**src/rtl/alarm_controller.sv**
```systemverilog
// Alarm controller: compares the running BCD clock against an HH:MM setpoint,
// rings a pulsed buzzer on a match and handles snooze/dismiss.
module alarm_controller #(
    parameter int CLK_HZ         = 50000000,
    parameter int RING_SECONDS   = 60,
    parameter int SNOOZE_MINUTES = 5
) (
    input  logic        clk,
    input  logic        rst_n,
    input  logic [23:0] clock_display,
    input  logic [15:0] alarm_time,
    input  logic        alarm_enable,
    input  logic        snooze_btn,
    input  logic        dismiss_btn,
    output logic        buzzer,
    output logic        alarm_active,
    output logic        snoozing,
    output logic [15:0] snooze_time
);

    localparam int HALF_PERIOD = (CLK_HZ / 2 > 0) ? CLK_HZ / 2 : 1;
    localparam int BEEP_W      = (HALF_PERIOD > 1) ? $clog2(HALF_PERIOD) : 1;
    localparam logic [BEEP_W-1:0] BEEP_LAST = BEEP_W'(HALF_PERIOD - 1);
    localparam logic [7:0]        RING_LAST = 8'(RING_SECONDS - 1);

    typedef enum logic [1:0] {
        IDLE,
        RINGING,
        SNOOZE
    } state_t;

    state_t            state;
    logic [23:0]       prev_display;
    logic [BEEP_W-1:0] beep_cnt;
    logic [7:0]        ring_cnt;

    logic        tick;
    logic        new_minute;
    logic [15:0] target;
    logic        match;
    logic [15:0] snooze_next;

    // BCD HH:MM plus SNOOZE_MINUTES; minutes never exceed 118 so one wrap suffices.
    function automatic logic [15:0] add_snooze(input logic [15:0] hhmm);
        logic [6:0] hours;
        logic [7:0] minutes;
        hours   = 7'(hhmm[15:12]) * 7'd10 + 7'(hhmm[11:8]);
        minutes = 8'(hhmm[7:4]) * 8'd10 + 8'(hhmm[3:0]) + 8'(SNOOZE_MINUTES);
        if (minutes >= 8'd60) begin
            minutes = minutes - 8'd60;
            hours   = (hours == 7'd23) ? 7'd0 : hours + 7'd1;
        end
        return {4'(hours / 7'd10), 4'(hours % 7'd10),
                4'(minutes / 8'd10), 4'(minutes % 8'd10)};
    endfunction

    assign tick        = (clock_display != prev_display);
    assign new_minute  = tick && (clock_display[7:0] == 8'h00);
    assign target      = (state == SNOOZE) ? snooze_time : alarm_time;
    assign match       = new_minute && (clock_display[23:8] == target);
    assign snooze_next = add_snooze(clock_display[23:8]);

    always_ff @(posedge clk) begin
        if (!rst_n) begin
            state        <= IDLE;
            prev_display <= 24'h000000;
            beep_cnt     <= '0;
            ring_cnt     <= 8'd0;
            buzzer       <= 1'b0;
            alarm_active <= 1'b0;
            snoozing     <= 1'b0;
            snooze_time  <= 16'h0000;
        end else begin
            prev_display <= clock_display;
            if (!alarm_enable) begin
                state        <= IDLE;
                beep_cnt     <= '0;
                ring_cnt     <= 8'd0;
                buzzer       <= 1'b0;
                alarm_active <= 1'b0;
                snoozing     <= 1'b0;
                snooze_time  <= 16'h0000;
            end else begin
                case (state)
                    IDLE: begin
                        if (match) begin
                            state        <= RINGING;
                            beep_cnt     <= '0;
                            ring_cnt     <= 8'd0;
                            buzzer       <= 1'b1;
                            alarm_active <= 1'b1;
                        end
                    end
                    RINGING: begin
                        if (dismiss_btn) begin
                            state        <= IDLE;
                            buzzer       <= 1'b0;
                            alarm_active <= 1'b0;
                        end else if (snooze_btn) begin
                            state        <= SNOOZE;
                            buzzer       <= 1'b0;
                            alarm_active <= 1'b0;
                            snoozing     <= 1'b1;
                            snooze_time  <= snooze_next;
                        end else if (tick && ring_cnt == RING_LAST) begin
                            state        <= IDLE;
                            buzzer       <= 1'b0;
                            alarm_active <= 1'b0;
                        end else begin
                            if (tick) begin
                                ring_cnt <= ring_cnt + 8'd1;
                            end
                            // Half-period beep: toggle the buzzer each time the counter wraps.
                            if (beep_cnt == BEEP_LAST) begin
                                beep_cnt <= '0;
                                buzzer   <= ~buzzer;
                            end else begin
                                beep_cnt <= beep_cnt + 1'b1;
                            end
                        end
                    end
                    SNOOZE: begin
                        if (dismiss_btn) begin
                            state       <= IDLE;
                            snoozing    <= 1'b0;
                            snooze_time <= 16'h0000;
                        end else if (match) begin
                            state        <= RINGING;
                            beep_cnt     <= '0;
                            ring_cnt     <= 8'd0;
                            buzzer       <= 1'b1;
                            alarm_active <= 1'b1;
                            snoozing     <= 1'b0;
                            snooze_time  <= 16'h0000;
                        end
                    end
                    default: begin
                        state        <= IDLE;
                        buzzer       <= 1'b0;
                        alarm_active <= 1'b0;
                        snoozing     <= 1'b0;
                        snooze_time  <= 16'h0000;
                    end
                endcase
            end
        end
    end

endmodule

```
**config.mk**
```make
export PLATFORM = sky130hd
export DESIGN_NAME = alarm_controller
export DESIGN_NICKNAME = d
export VERILOG_FILES = /design/src/rtl/alarm_controller.sv
export SDC_FILE = /design/constraint.sdc
export NUM_CORES = 1
export LEC_CHECK = 0
export ABC_AREA = 1
export CORE_UTILIZATION = 35
export CTS_BUF_LIST = sky130_fd_sc_hd__clkbuf_8
export DETAILED_ROUTE_END_ITERATION = 8
export GPL_TIMING_DRIVEN = 0
export PLACE_DENSITY_LB_ADDON = 0.15
export SYNTH_ARGS = -nofsm -noshare
export SYNTH_HDL_FRONTEND = slang
export SYNTH_SLANG_ARGS = --single-unit
```
**constraint.sdc**
```tcl
create_clock -name clk -period 9.2 [get_ports clk]
set_input_delay 1.84 -clock clk [delete_from_list [all_inputs] [get_ports clk]]
set_output_delay 1.84 -clock clk [all_outputs]
set_load 0.02 [all_outputs]
```
Yosys cells after proc, flatten, opt, wreduce, memory -nomap -nowiden
Index checks and enable logic that the tools add are counted.

Add/subtract/negate cells: 7. $mul: 2. Divide/modulo/power cells: 4. $lt $le $gt $ge: 1. Equality and inequality tests: 16. Muxes and demuxes: 47. Bitwise gates (word level): 2. Reduce and logical (&&, ||, !) cells: 12.

Operators with widths (number): 2-to-1 mux 25 bit (6); 2-to-1 mux 16 bit (5); one-hot mux 25 bit (3 select lines) (1); 2-to-1 mux 8 bit (7); one-hot mux 16 bit (3 select lines) (1); adder 25 x 1 -> 25 bit (second input constant) (1); == test 25 bit (second input constant) (1); != test 24 bit (1); one-hot mux 8 bit (3 select lines) (1); == test 16 bit (1); 2-to-1 mux 1 bit (15); 2-to-1 mux 7 bit (2); != test 2 bit (second input constant) (6); 2-to-1 mux 2 bit (5); one-hot mux 1 bit (3 select lines) (3); adder 8 x 1 -> 8 bit (second input constant) (1); adder 8 x 3 -> 8 bit (second input constant) (1); adder 8 x 4 -> 8 bit (1); divider 8 x 4 -> 8 bit (second input constant) (1); == test 8 x 6 -> 1 bit (second input constant) (1); greater-or-equal comparator 8 x 6 -> 1 bit (second input constant) (1); zero test 8 bit (1); remainder unit 8 x 4 -> 8 bit (second input constant) (1); subtractor 8 x 6 -> 8 bit (second input constant) (1); other kinds (21) (26).

Flip-flop bits (word level): 78. Bits of input ports: 45. Output and inout bits: 19. Logic and storage cells: 99.

Longest topological paths before layout
Word-level depth: 9. Mapped depth: 37. Depth with buffers taken out: 37.

Worst setup path after synthesis
OpenSTA, ideal clock, no wires.

Path kind: input -> register. Start point: in clock_display[12]. End point: reg snooze_time[1]. Library setup time: 0.132 ns. Data arrival time: 5.599 ns. Data required time: 9.068 ns. Path slack: 3.469 ns. Stages: 28. Path buffers: 0. Cells stage by stage: ha_1 -> ha_1 -> ha_1 -> xnor2_1 -> ha_1 -> nand3_1 -> nor2_1 -> nand3_1 -> o21ai_1 -> inv_1 -> ha_1 -> a21oi_1 -> a21oi_4 -> o21ai_1 -> nand2_4 -> nand2_2 -> nand2_4 -> or2_1 -> nand2_2 -> nor2_8 -> nand2_2 -> nand2_2 -> nand2_2 -> nor2_1 -> nor2_1 -> nand3_1 -> nand3_1 -> a21oi_1.

Longest elaborated chain between the ends: 9.

RTL lines: from (decl) (RTL line 10) `input logic [23:0] clock_display,`; multiplier 4 x 3 -> 7 bit (RTL line 48) `minutes = 8'(hhmm[7:4]) * 8'd10 + 8'(hhmm[3:0]) + 8'(SNOOZE_MINUTES);`; adder 8 x 4 -> 8 bit (RTL line 48); adder 8 x 3 -> 8 bit (RTL line 48); subtractor 8 x 6 -> 8 bit / greater-or-equal comparator 8 x 6 -> 1 bit (equally long branches) (RTL line 50, 49); 2-to-1 mux 8 bit (RTL line 49) `if (minutes >= 8'd60) begin`; remainder unit 8 x 4 -> 8 bit (RTL line 54) `4'(minutes / 8'd10), 4'(minutes % 8'd10)};`; 2-to-1 mux 16 bit (RTL line 99) `end else if (snooze_btn) begin`; 2-to-1 mux 16 bit (RTL line 95) `if (dismiss_btn) begin`; one-hot mux 16 bit (3 select lines) (RTL line 84) `case (state)`; to (signal assigned) (RTL line 104) `snooze_time <= snooze_next;`; to (decl) (RTL line 18) `output logic [15:0] snooze_time`.

Parallel ways exist; a longest one is shown, timed or not. The select of a mux whose other input is x is not followed. A chain may end at the register's enable or synchronous reset.

Worst setup path in the final report
Start point: in clock_display[14]. End point: reg snooze_time[10].

Longest elaborated chain between the ends: 9.

RTL lines: multiplier 4 x 3 -> 7 bit (RTL line 48); adder 8 x 4 -> 8 bit (RTL line 48); adder 8 x 3 -> 8 bit (RTL line 48); greater-or-equal comparator 8 x 6 -> 1 bit (RTL line 49); 2-to-1 mux 7 bit (RTL line 49); remainder unit 7 x 4 -> 7 bit (RTL line 53) `return {4'(hours / 7'd10), 4'(hours % 7'd10),`; 2-to-1 mux 16 bit (RTL line 99); 2-to-1 mux 16 bit (RTL line 95); one-hot mux 16 bit (3 select lines) (RTL line 84).

Parallel ways exist; a longest one is shown, timed or not. The select of a mux whose other input is x is not followed.

==> results.cfg <==
[status]
outcome = finished, final reports clean

[route]
drtIter0Drc = 239
via_per_inst = 4.64
wl_mm = 14.0
vias = 5187
drc = 0
ant_nets = 0
first_pass_iters = 4
post_drt_wl_per_cell_um = 12.5

[final_layout]
layout_common_cells = 196 x nand2_1, 127 x inv_1, 78 x dfxtp_1
seqCellArea_um2 = 1560
nets = 976
fillCellCount = 1681
area_growth_syn_to_layout_pct = 19.4
mostFrequentLayoutCell = nand2_1
drive_gt1_share_pct = 9.26
multi_input_area_um2 = 3440
diodes = 0

[setup_path]
crit_type = input port to register
cp_slowest_stage_delay_ns = 0.64
crit_path_end_kind = register
crit_buf_inv = 4
r2r_end = snooze_time[7]$_SDFFE_PN0P_
critPathRequiredTime_ns = 9.50
crit_family = simple AND/OR/NAND/NOR gates
reg2reg_slack_ns = 5.59
cp_max_fo = 10
cp.depth = 29
cp_slowest_cell = clkdlybuf4s50_1
arrival_ns = 6.80
timing.rr.start = state[0]$_SDFFE_PN0P_
start_kind = input port
crit_start = clock_display[14]
r2r_cells = 15

[timing]
max_slew_margin_pct = 55.2
finalSetupViolCount = 0
slew_violations = 0
finalHoldViolCount = 0
finalCritPeriodShare_pct = 70.6
period_minus_slack_ns = 6.50
tns_ns = 0
fin_skew_ns = 0.0101
fmax_ghz = 0.154
rsz0062_at_grt = false
tightest_slew_ns = 0.666

[cts]
cts.sinks = 78
clockBufferDepth = 2
ctsHtreeMaxLevel = 3
clock_latency_ns = 0.36
cts_tree = yes
post-cts-setup-buffers = 0
cts_resized = 0
cts_hold_buf = 0
clk_pin_slew_worst_paths_ns = 0.08
root_buffer = clkbuf_8
cts_buffers = 9

[synthesis]
synth-seq-area-share_pct = 27.9
yosysUniqueCellTypes = 52
syn_inst = 830
yosys_warnings = 0
synthArstFlopShare_pct = 0
synth-edff-count = 0
syn_avg_cell_area_um2 = 6.74
synthesis.nets = 903
synth_ff_type = dfxtp_1
synth-seq-cells = 78
synth_area_um2 = 5590

[floorplanning]
die_h_um = 128
start_util_pct = 36.4
die_area_um2 = 16500
row_count = 45
dieWidth_um = 128
coreArea_um2 = 15400
ios = 64

[hold_path]
hp-start = beep_cnt[3]$_SDFFE_PN0P_
worstHoldPathCells = 1
min_path_type = register to register
hold_end = beep_cnt[3]$_SDFFE_PN0P_

[power]
power_density_nw_per_um2 = 202
leakage_nw = 2.98
peakVddDrop_uv = 271
power_w = 0.00135

[run]
maxCapViolations = 0

[global_routing]
antenna_found_initial = 0
grt_max_degree = 14
grt_pass1_vias = 4829
overflow = 0
grt_pass1_wl_mm = 23.5
grt_use_total_pct = 18.3

[placement]
io_buffers = 62
dp_hpwl_mm = 11.3
gp_congestion = 0.817
==> Yosys cell counts (14+ instances only) <==
cell type	instances	area share [%]
nand3_1	59	5.3
xor2_1	39	6.1
ha_1	24	5.4
nand2_2	22	2.5
a21oi_1	38	3.4
nand2_1	196	13
inv_1	127	8.5
nor2_1	54	3.6
nand4_1	20	2.2
dfxtp_1	78	28
o21ai_0	27	2.4
nor3_1	21	1.9
o21ai_1	14	1.3
==> cell type report <==
| class | count | share of cell area [%] |
|---|---|---|
| timing repair buffer | 62 | 9.30 |
| multi-input combinational | 599 | 51.6 |
| inverter | 140 | 7.87 |
| clock inverter | 5 | 0.900 |
| sequential | 78 | 23.4 |
| buffer | 13 | 0.956 |
| clock buffer | 10 | 2.06 |
| tap | 211 | 3.96 |
==> per-stage QoR <==
stage / cell area, um^2 / util (%) / instances / worst slack [ns] / hold slack (ns)
finish: 6670 / 43.4 / 1118 / 2.70 / 0.430
floorplan: 5590 / - / 830 / 3.47 / 0.403
global placement: 6480 / 42.1 / 1103 / 2.28 / 0.421
CTS: 6670 / 43.4 / 1118 / 2.68 / 0.436
global route: 6670 / 43.4 / 1118 / 2.16 / 0.461
detailed placement: 6480 / 42.1 / 1103 / 2.30 / 0.425
==> worst max path at each step <==
| stage | slack, ns | endpoint |
|---|---|---|
| 2_1_floorplan | 3.47 | snooze_time[1]$_SDFFE_PN0P_ |
| 6_report | 2.70 | snooze_time[10]$_SDFFE_PN0P_ |
| 5_1_grt | 2.16 | snooze_time[10]$_SDFFE_PN0P_ |
| 4_1_cts | 2.68 | snooze_time[10]$_SDFFE_PN0P_ |
| 3_5_place_dp | 2.30 | snooze_time[9]$_SDFFE_PN0P_ |
| 3_3_place_gp | 2.28 | snooze_time[10]$_SDFFE_PN0P_ |
==> cells by family (layout without fill, tap and decap cells) <==
kind of cell             count (synthesis)  count (layout)  synth area share [%]
flip-flops                              78              78                  27.9
AND/OR/NAND/NOR                        416             416                  35.3
buffers and inverters                  153             230                  10.5
XOR/XNOR                                44              44                  7.23
multiplexers                             7               7                  1.25
adder cells (fa/ha/maj)                 28              28                  6.80
AO/OA/AOI/OAI                          104             104                  10.9
==> state kept, by name, summed over array words and instances (netlist names) <==
name          flops
prev_display     24
state             2
snoozing          1
snooze_time      16
alarm_active      1
ring_cnt          8
buzzer            1
beep_cnt         25
==> metal layers <==
metal	wire length [um]	share of wire [%]	GRT usage (%)
met5	0	0	0
met4	157	1.1	4.29
met3	330	2.4	3.53
met2	6810	49	31.8
met1	6710	48	23.2
==> power breakdown <==
part / total [W] / internal [W] / switching (W)
combinational: 0.000738 / 0.000259 / 0.000479
clock: 0.000263 / 0.000132 / 0.000131
sequential: 0.000345 / 0.000343 / 0.00000224
No activity file was read; power rests on OpenSTA's default activity.
